==> config.mk <==
export PLATFORM = sky130hd
export DESIGN_NAME = deser_1to8_flat
export DESIGN_NICKNAME = d
export VERILOG_FILES = /design/src/rtl/deser_pkg.sv /design/src/rtl/deser_if.sv /design/src/rtl/deser_out_slot.sv /design/src/rtl/deser_1to8.sv /design/src/flat_wrapper.sv
export SDC_FILE = /design/constraint.sdc
export NUM_CORES = 1
export LEC_CHECK = 0
export CELL_PAD_IN_SITES_DETAIL_PLACEMENT = 0
export CELL_PAD_IN_SITES_GLOBAL_PLACEMENT = 1
export CORE_ASPECT_RATIO = 0.6
export CORE_MARGIN = 2
export CORE_UTILIZATION = 44
export DETAILED_ROUTE_END_ITERATION = 7
export HOLD_SLACK_MARGIN = 0.05
export PLACE_DENSITY_LB_ADDON = 0.2
export SKIP_CTS_REPAIR_TIMING = 1
export SLEW_MARGIN = 20
export SYNTH_ARGS = -nofsm -noshare
export SYNTH_HDL_FRONTEND = slang
export SYNTH_HIERARCHICAL = 1
export SYNTH_SLANG_ARGS = --single-unit
==> constraint.sdc <==
create_clock -name clk -period 2.6 [get_ports clk]
set_clock_uncertainty 0.1 [all_clocks]
set_input_delay 0.65 -clock clk [delete_from_list [all_inputs] [get_ports clk]]
set_output_delay 0.65 -clock clk [all_outputs]
set_load 0.005 [all_outputs]
==> src/rtl/deser_pkg.sv <==
// Shared types and constants for the 1-to-WIDTH serial deserializer.
// Optional feature macro used across the block: DESER_PARITY_EN.
package deser_pkg;

    localparam int DEFAULT_WIDTH = 8;

    typedef enum logic [1:0] {
        IDLE  = 2'd0,
        SHIFT = 2'd1,
        PAR   = 2'd2,
        WAIT  = 2'd3
    } state_t;

    // Bit counter width; leaves headroom for the optional parity beat.
    function automatic int cnt_width(input int width);
        return $clog2(width + 2);
    endfunction

endpackage

==> src/rtl/deser_if.sv <==
// Serial input and parallel output handshake bundle of the deserializer.
// par_err exists only when DESER_PARITY_EN is defined.
interface deser_if
    import deser_pkg::*;
#(
    parameter int WIDTH = DEFAULT_WIDTH
);
    logic             sin;
    logic             sin_valid;
    logic             sof;
    logic             sin_ready;
    logic [WIDTH-1:0] out;
    logic             out_valid;
    logic             out_ready;
    logic             frame_err;
`ifdef DESER_PARITY_EN
    logic             par_err;

    modport slave (
        input  sin, sin_valid, sof, out_ready,
        output sin_ready, out, out_valid, frame_err, par_err
    );
    modport master (
        output sin, sin_valid, sof, out_ready,
        input  sin_ready, out, out_valid, frame_err, par_err
    );
`else
    modport slave (
        input  sin, sin_valid, sof, out_ready,
        output sin_ready, out, out_valid, frame_err
    );
    modport master (
        output sin, sin_valid, sof, out_ready,
        input  sin_ready, out, out_valid, frame_err
    );
`endif
endinterface

==> src/rtl/deser_out_slot.sv <==
// Single-entry valid/ready output register: load, hold until accepted, drain.
module deser_out_slot #(
    parameter int WIDTH = 8
) (
    input  logic             clk,
    input  logic             rst,
    input  logic             load,
    input  logic [WIDTH-1:0] load_data,
    input  logic             ready,
    output logic [WIDTH-1:0] data,
    output logic             valid
);

    // A load wins over a drain so back-to-back words keep valid high.
    always_ff @(posedge clk or posedge rst) begin
        if (rst) begin
            data  <= '0;
            valid <= 1'b0;
        end else if (load) begin
            data  <= load_data;
            valid <= 1'b1;
        end else if (valid && ready) begin
            valid <= 1'b0;
        end
    end

endmodule

==> src/rtl/deser_1to8.sv <==
// Serial-to-parallel deserializer with framed input and registered output.
// Define DESER_PARITY_EN to add a trailing even-parity beat and par_err.
//
// state | meaning
// IDLE  | waiting for a start-of-frame beat
// SHIFT | collecting data bits
// PAR   | waiting for the parity beat (DESER_PARITY_EN only)
// WAIT  | word complete, output slot busy, serial input stalled
module deser_1to8
    import deser_pkg::*;
#(
    parameter int WIDTH     = DEFAULT_WIDTH,
    parameter bit MSB_FIRST = 1'b1
) (
    input logic    clk,
    input logic    rst,
    deser_if.slave bus
);
    localparam int CW = cnt_width(WIDTH);

    state_t           state_q, state_d;
    logic [CW-1:0]    cnt_q, cnt_d;
    logic [WIDTH-1:0] shreg_q, shreg_d;
    logic [WIDTH-1:0] load_word, done_word;
    logic             frame_err_q, frame_err_d;
    logic             accept, slot_free, load, done;
`ifdef DESER_PARITY_EN
    logic             par_bad_q, par_bad_d;
    logic             par_err_q, par_err_d;
    logic             done_bad;
`endif

    function automatic logic [WIDTH-1:0] shift_in(input logic [WIDTH-1:0] cur, input logic b);
        if (MSB_FIRST) return {cur[WIDTH-2:0], b};
        return {b, cur[WIDTH-1:1]};
    endfunction

    assign bus.sin_ready = (state_q != WAIT);
    assign accept        = bus.sin_valid & bus.sin_ready;
    assign slot_free     = ~bus.out_valid | bus.out_ready;
    assign bus.frame_err = frame_err_q;
`ifdef DESER_PARITY_EN
    assign bus.par_err   = par_err_q;
`endif

    // Next-state, datapath and output-load decode.
    always_comb begin
        state_d     = state_q;
        cnt_d       = cnt_q;
        shreg_d     = shreg_q;
        frame_err_d = 1'b0;
        load        = 1'b0;
        load_word   = shreg_q;
        done        = 1'b0;
        done_word   = shreg_q;
`ifdef DESER_PARITY_EN
        par_bad_d   = par_bad_q;
        par_err_d   = 1'b0;
        done_bad    = 1'b0;
`endif
        case (state_q)
            IDLE: begin
                if (accept && bus.sof) begin
                    shreg_d = shift_in('0, bus.sin);
                    cnt_d   = CW'(1);
                    state_d = SHIFT;
                end
            end
            SHIFT: begin
                if (accept) begin
                    if (bus.sof) begin
                        frame_err_d = 1'b1;
                        shreg_d     = shift_in('0, bus.sin);
                        cnt_d       = CW'(1);
                    end else if (cnt_q == CW'(WIDTH - 1)) begin
`ifdef DESER_PARITY_EN
                        shreg_d = shift_in(shreg_q, bus.sin);
                        cnt_d   = CW'(WIDTH);
                        state_d = PAR;
`else
                        done      = 1'b1;
                        done_word = shift_in(shreg_q, bus.sin);
`endif
                    end else begin
                        shreg_d = shift_in(shreg_q, bus.sin);
                        cnt_d   = cnt_q + CW'(1);
                    end
                end
            end
            PAR: begin
`ifdef DESER_PARITY_EN
                if (accept) begin
                    if (bus.sof) begin
                        frame_err_d = 1'b1;
                        shreg_d     = shift_in('0, bus.sin);
                        cnt_d       = CW'(1);
                        state_d     = SHIFT;
                    end else begin
                        done      = 1'b1;
                        done_word = shreg_q;
                        done_bad  = bus.sin ^ (^shreg_q);
                    end
                end
`else
                state_d = IDLE;
`endif
            end
            WAIT: begin
                if (slot_free) begin
                    load      = 1'b1;
                    load_word = shreg_q;
`ifdef DESER_PARITY_EN
                    par_err_d = par_bad_q;
`endif
                    state_d   = IDLE;
                end
            end
            default: state_d = IDLE;
        endcase

        // A finished word goes straight to the slot if it is free, else parks here.
        if (done) begin
            cnt_d = '0;
            if (slot_free) begin
                load      = 1'b1;
                load_word = done_word;
`ifdef DESER_PARITY_EN
                par_err_d = done_bad;
`endif
                state_d   = IDLE;
            end else begin
                shreg_d   = done_word;
`ifdef DESER_PARITY_EN
                par_bad_d = done_bad;
`endif
                state_d   = WAIT;
            end
        end
    end

    // State, counter, shift register and error pulse registers.
    always_ff @(posedge clk or posedge rst) begin
        if (rst) begin
            state_q     <= IDLE;
            cnt_q       <= '0;
            shreg_q     <= '0;
            frame_err_q <= 1'b0;
`ifdef DESER_PARITY_EN
            par_bad_q   <= 1'b0;
            par_err_q   <= 1'b0;
`endif
        end else begin
            state_q     <= state_d;
            cnt_q       <= cnt_d;
            shreg_q     <= shreg_d;
            frame_err_q <= frame_err_d;
`ifdef DESER_PARITY_EN
            par_bad_q   <= par_bad_d;
            par_err_q   <= par_err_d;
`endif
        end
    end

    deser_out_slot #(.WIDTH(WIDTH)) u_out_slot (
        .clk       (clk),
        .rst       (rst),
        .load      (load),
        .load_data (load_word),
        .ready     (bus.out_ready),
        .data      (bus.out),
        .valid     (bus.out_valid)
    );

endmodule

==> src/flat_wrapper.sv <==
// flat-port wrapper written by rule: the top's interface ports become plain ports
module deser_1to8_flat import deser_pkg::*;
#(
    parameter int WIDTH     = DEFAULT_WIDTH,
    parameter bit MSB_FIRST = 1'b1
)
  (clk, rst, bus_sin, bus_sin_valid, bus_sof, bus_out_ready, bus_sin_ready, bus_out, bus_out_valid, bus_frame_err);
  deser_if #(.WIDTH(WIDTH)) bus_i ();
  input logic clk;
  input logic rst;
  input wire logic [$bits(bus_i.sin)-1:0] bus_sin;
  input wire logic [$bits(bus_i.sin_valid)-1:0] bus_sin_valid;
  input wire logic [$bits(bus_i.sof)-1:0] bus_sof;
  input wire logic [$bits(bus_i.out_ready)-1:0] bus_out_ready;
  output wire logic [$bits(bus_i.sin_ready)-1:0] bus_sin_ready;
  output wire logic [$bits(bus_i.out)-1:0] bus_out;
  output wire logic [$bits(bus_i.out_valid)-1:0] bus_out_valid;
  output wire logic [$bits(bus_i.frame_err)-1:0] bus_frame_err;
  assign bus_i.sin = bus_sin;
  assign bus_i.sin_valid = bus_sin_valid;
  assign bus_i.sof = bus_sof;
  assign bus_i.out_ready = bus_out_ready;
  assign bus_sin_ready = bus_i.sin_ready;
  assign bus_out = bus_i.out;
  assign bus_out_valid = bus_i.out_valid;
  assign bus_frame_err = bus_i.frame_err;
  deser_1to8 #(.WIDTH(WIDTH), .MSB_FIRST(MSB_FIRST)) u_core (.clk(clk), .rst(rst), .bus(bus_i));
endmodule
==> reports/qor.txt, run 1 <==
status = finished, final reports clean
synth unique cells = 41
fillers = 295
Cell Area, Synth = 1460 um^2
Root Buffer = clkbuf_8
via density per instance = 5.34
Post-DP HPWL = 2210 um
vias = 1003
DR pass1 iterations = 4
CP Launch Type = flip-flop
initial antenna violation count = 0
yosys warns = 6
Max transition margin = 0.574
Port Buffer Count = 16
Die Span Y = 48.6 um
Sink Count = 24
met2 wire length = 1150 um
nets = 155
switch share = 0.244
number of enable flip-flop cells after synthesis = 0
Mean Syn Cell Area = 12.0 um^2
DR DRC count = 0
H-tree depth = 1
Seq pwr share = 0.521
vias in the first global route = 985
Setup crit end = bus_sin_ready
CTS buffer count = 3
WHS = 0.415 ns
core area = 3200 um^2
Initial Util = 0.455
Die Area = 3800 um^2
P_leak = 0.821 nW
die width = 78.3 um
WL per Instance = 15.5 um
largest net degree at the start of global routing = 16
wire length on met3 = 127 um
# diodes = 0
Tmin final = 2.30 ns
class of the worst hold path = flip-flop to flip-flop
grt ovf = 0
CTS tree = yes
Async S/R FF share, synth = 1.00
Final Wtd Congestion = 0.756
Tot Pwr = 0.817 mW
Synth Register Bits = 24
WP data required = 1.85 ns
final hold violation count = 0
leading cell type by number of instances after synthesis = dfrtp_1
Peak VDD IR = 206 uV
Post-synth top cells = dfrtp_1 (24), mux2_4 (16), nor2_1 (8)
Worst Reg-to-Reg Cells = 7
Clk pwr share = 0.308
critical path peak fanout = 8
Final Slew Violations = 0
utilization after layout = 0.539
initial DRC count = 56
Internal = 0.618 mW
Worst R2R Start = u_core/state_q[1]$_DFFE_PP0P_
fmax = 434 MHz
Synth area leader = dfrtp_1
Sum Neg Setup Slack = 0 ns
sequential share of the synthesized area = 0.412
Post-synth top flop = dfrtp_1
CP Class = flip-flop to output port
Least-Margin Pin Slew = 0.639 ns
CP Capture Type = output port
Routed Antenna Nets = 0
Critical path origin = u_core/state_q[1]$_DFFE_PP0P_
# setup viols final = 0
final worst path period share = 0.886
Yosys top cell area share = 0.412
Reg2Reg Setup Slack = 0.50 ns
Clock Latency Late Sink = 0.26 ns
first-pass GRT wire length = 5050 um
Combinational Power Share = 0.171
DR top layer = met4
area delta synth->final = 18.6%
WL final = 2920 um
post-synth net total = 132
I/O pins = 17
reg2reg end = u_core/u_out_slot/data[6]$_DFFE_PP0P_
met1 WL = 1630 um
unrepaired setup endpoints after global routing = false
PwrDens = 473 nW/um^2
total of max-cap violations = 0
Psw = 0.200 mW
row count = 16
dominant cells by area after synthesis = dfrtp_1 (41%), mux2_4 (16%), ha_1 (4.3%)
maximum clock path buffer count = 2
WP data arrival = 1.55 ns
Gate Count Post-Synth = 121
GRT Total Usage = 0.173
clock transition at the registers of the reported paths = 0.08 ns
share of layout cells above drive strength 1 = 0.252
-- critical path: stages, from the launching register on --
cell	delay (ns)
dfrtp_1	0.42
ha_1	0.29
inv_1	0.08
clkdlybuf4s50_1	0.49
-- per-layer routing --
layer  vias up  GRT usage
met5         -          0
met4         0     0.0351
met3         2     0.0504
met2        23      0.226
met1       490      0.280
li1        488          -
-- sequential cells by signal, indices dropped and copies added, names as in the netlist --
| register | cells |
|---|---|
| u_core/state_q | 2 |
| u_core/cnt_q | 4 |
| u_core/u_out_slot/valid | 1 |
| u_core/shreg_q | 8 |
| u_core/bus.frame_err | 1 |
| u_core/u_out_slot/data | 8 |
-- logic make-up (layout without fill, tap and decap cells) --
group,Yosys count,count (layout),synth area share
AOI/OAI and AO/OA,27,27,0.145
xor gates and xnor gates,1,1,0.00601
adders and majority gates,5,5,0.0430
buffers and inverters,12,34,0.0541
DFF,24,24,0.412
muxes,18,18,0.180
and+or+nand+nor,34,34,0.160
-- final cells by class --
cell class,instances,area (um^2),share of cell area
multi-input combinational,85,777,0.450
inverter,7,26.3,0.0152
timing repair buffer,23,213,0.123
clock buffer,4,55.1,0.0319
tap,45,56.3,0.0326
sequential,24,601,0.348
-- placed cells by master (no fill, tap or decap), types with 2 or more instances in the layout --
master / netlist / final
ha_1: 5 / 5
a32o_1: 4 / 4
and3_1: 2 / 2
buf_4: 1 / 7
clkbuf_8: 0 / 4
o21ai_0: 3 / 3
a21o_1: 2 / 2
nor2_1: 8 / 8
dfrtp_1: 24 / 24
mux2_4: 16 / 16
clkdlybuf4s50_1: 0 / 16
nand2_1: 3 / 3
nand2b_1: 5 / 5
inv_1: 7 / 7
a21oi_1: 4 / 4
nor2b_1: 3 / 3
a22o_1: 4 / 4
a211oi_1: 2 / 2
-- worst min path at each step --
stage / cells past startpoint / end / from / slack [ns]
global route: 1 / u_core/u_out_slot/valid$_DFFE_PP0P_ / u_core/u_out_slot/valid$_DFFE_PP0P_ / 0.44
finish: 1 / u_core/u_out_slot/valid$_DFFE_PP0P_ / u_core/u_out_slot/valid$_DFFE_PP0P_ / 0.42
global placement: 1 / u_core/u_out_slot/valid$_DFFE_PP0P_ / u_core/u_out_slot/valid$_DFFE_PP0P_ / 0.39
floorplan: 1 / u_core/u_out_slot/data[0]$_DFFE_PP0P_ / rst / 0.38
detailed placement: 1 / u_core/u_out_slot/valid$_DFFE_PP0P_ / u_core/u_out_slot/valid$_DFFE_PP0P_ / 0.39
CTS: 1 / u_core/u_out_slot/valid$_DFFE_PP0P_ / u_core/u_out_slot/valid$_DFFE_PP0P_ / 0.41
-- metrics by stage --
| step | instances | setup WS [ns] | instance area [um^2] |
|---|---|---|---|
| final | 188 | 0.297 | 1730 |
| after global routing | 188 | 0.201 | 1730 |
| after CTS | 188 | 0.281 | 1730 |
| after detailed placement | 184 | 0.0599 | 1670 |
| after global placement | 184 | 0.0930 | 1670 |
| after floorplan | 121 | 0.438 | 1460 |
-- power groups by stage --
stage	Sequential, mW	Combinational (mW)	Clock [mW]
after floorplan	0.426	0.0927	0
after global placement	0.432	0.139	0
after detailed placement	0.433	0.141	0
after CTS	0.426	0.142	0.264
after global routing	0.431	0.154	0.285
final	0.426	0.140	0.252
(Power assumes the default switching activity.)
==> run 2: changes to the inputs <==
- CORE_ASPECT_RATIO: 0.6 -> 0.8
- clock period: 2.6 -> 2.3 ns (I/O delays scaled with it)
==> run 2 against run 1 <==
  * Utilization grew 2.1 points
  * Critical path type is now input pin to flip-flop
  * Sequential power grew 13%
  * Routed wire length shrank 0.31%
  * First-iteration DRC count shrank 43%
  * Via count grew 3.6%
  * Combinational power grew 16%
  * Clock power shrank 4%
  * Largest power group unchanged
  * Largest cell class unchanged
  * Die area shrank 0.32%
  * Non-clock buffer count grew 6
==> reports/qor.txt, run 2 (same netlist as run 1, synthesis figures left out) <==
PwrDens = 504 nW/um^2 (+6.6%)
Worst Reg-to-Reg Cells = 8 (+1)
Tot Pwr = 0.885 mW (+8.3%)
Sink Count = 24 (unchanged)
Peak VDD IR = 299 uV (+45%)
Port Buffer Count = 16 (unchanged)
status = finished, final reports clean
CTS buffer count = 3 (unchanged)
initial antenna violation count = 0 (unchanged)
fillers = 272 (-7.8%)
largest registers = u_core/shreg_q: 8 flops, u_core/u_out_slot/data: 8 flops, u_core/cnt_q: 4 flops
initial DRC count = 32 (-43%)
Die Area = 3790 um^2 (-0.32%)
# diodes = 0 (unchanged)
CTS tree = yes
H-tree depth = 1 (unchanged)
WP data arrival = 2.20 ns (+0.65 ns)
largest net degree at the start of global routing = 16 (unchanged)
FF/Latch Area = 601 um^2 (unchanged)
# setup viols final = 0 (unchanged)
fmax = 464 MHz
I/O pins = 17 (unchanged)
Root Buffer = clkbuf_8
cell area after layout = 1760 um^2 (+1.6%)
GRT Total Usage = 0.171 (-0.00269)
die width = 68.3 um (-13%)
Post-DP HPWL = 2260 um (+2.4%)
Clock Latency Late Sink = 0.27 ns (about the same)
share of layout cells above drive strength 1 = 0.284 (+0.0320)
CP Capture Type = flip-flop
final worst path period share = 0.936
Worst Hold Depth = 1 (unchanged)
vias in the first global route = 989 (+0.41%)
Routed Antenna Nets = 0 (unchanged)
Least-Margin Pin Slew = 0.615 ns (-0.0241 ns)
maximum clock path buffer count = 2 (unchanged)
grt ovf = 0 (unchanged)
Die Span Y = 55.5 um (+14%)
Final Wtd Congestion = 0.812 (+7.5%)
P_leak = 0.843 nW (+2.7%)
first-pass GRT wire length = 4880 um (-3.4%)
core area = 3130 um^2 (-2.3%)
vias = 1039 (+3.6%)
unrepaired setup endpoints after global routing = false
area of the multi-input gates = 779 um^2 (+0.32%)
row count = 18 (+2)
WL final = 2910 um (-0.31%)
CP Class = input pin to flip-flop
WL per Instance = 15.5 um (-0.31%)
placed cell areas = 1710 um^2 (+2.3%)
total of max-cap violations = 0 (unchanged)
clock transition at the registers of the reported paths = 0.08 ns (about the same)
Final Slew Violations = 0 (unchanged)
commonest non-fill, non-tap cell in the layout = dfrtp_1
DR DRC count = 0 (unchanged)
area delta synth->final = 20.5%
Tmin final = 2.15 ns
via density per instance = 5.53 (+3.6%)
WP data required = 2.35 ns (+0.50 ns)
DR pass1 iterations = 4 (unchanged)
nets = 161 (+3.9%)
critical path peak fanout = 8 (unchanged)
most frequent cells in the layout = dfrtp_1 (24), clkdlybuf4s50_1 (16), mux2_4 (16)
CP Launch Type = input pin
final hold violation count = 0 (unchanged)
Initial Util = 0.465 (+0.0105)
class of the worst hold path = flip-flop to flip-flop
Max transition margin = 0.590 (+0.0161)
-- run 2: cell count changes in the layout (fill, tap and decap cells not counted), sizes merged --
cell    change
clkbuf      -1
buf         +6
-- run 2: per-layer routing --
layer / track usage / vias up / share of wire
met2: 0.229 / 29 / 0.42
li1: - / 498 / -
met4: 0.0343 / 0 / 0.0079
met5: 0 / - / 0
met1: 0.270 / 510 / 0.52
met3: 0.0489 / 2 / 0.053
-- run 2: report_power, final --
part           leakage (nW)  internal, mW  switching [mW]
Sequential            0.320         0.451          0.0288
Clock                0.0216         0.117           0.125
Combinational         0.501        0.0988          0.0639
Total                 0.843         0.667           0.218
-- run 2: area by class of cell --
type,instances,share of cell area
clock buffers,3,0.0235
inverters,7,0.0150
multi-input cells,85,0.444
flip-flops and latches,24,0.342
well taps,40,0.0285
repair buffers,29,0.147
-- run 2: path summary, 6_finish.rpt --
check / startpoint / end / slack (ns)
max: bus_sof / u_core/u_out_slot/data[5]$_DFFE_PP0P_ / 0.15
min: u_core/u_out_slot/valid$_DFFE_PP0P_ / u_core/u_out_slot/valid$_DFFE_PP0P_ / 0.41
max reg2reg: u_core/state_q[1]$_DFFE_PP0P_ / u_core/u_out_slot/data[5]$_DFFE_PP0P_ / 0.15
min reg2reg: u_core/u_out_slot/valid$_DFFE_PP0P_ / u_core/u_out_slot/valid$_DFFE_PP0P_ / 0.41
max in group asynchronous: rst / u_core/cnt_q[3]$_DFFE_PP0P_ / 1.09
min in group asynchronous: rst / u_core/u_out_slot/data[3]$_DFFE_PP0P_ / 0.49
-- run 2: critical path, cell delays in order --
cell and delay (ns):
clkdlybuf4s50_1 0.41, nand2b_2 0.21, nor3_4 0.18, nand2b_1 0.07
buf_4 0.18, mux2_4 0.30, mux2_4 0.26
-- run 2: per-stage QoR --
| step | setup WS (ns) | setup TNS [ns] | std cells | util | hold WS, ns |
|---|---|---|---|---|---|
| after floorplan | 0.213 | 0 | 121 | - | 0.303 |
| after global placement | -0.111 | -1.14 | 185 | 0.547 | 0.391 |
| after detailed placement | -0.130 | -1.24 | 185 | 0.547 | 0.396 |
| after CTS | 0.0619 | 0 | 188 | 0.560 | 0.416 |
| after global routing | 0.0504 | 0 | 188 | 0.561 | 0.448 |
| final | 0.147 | 0 | 188 | 0.561 | 0.410 |
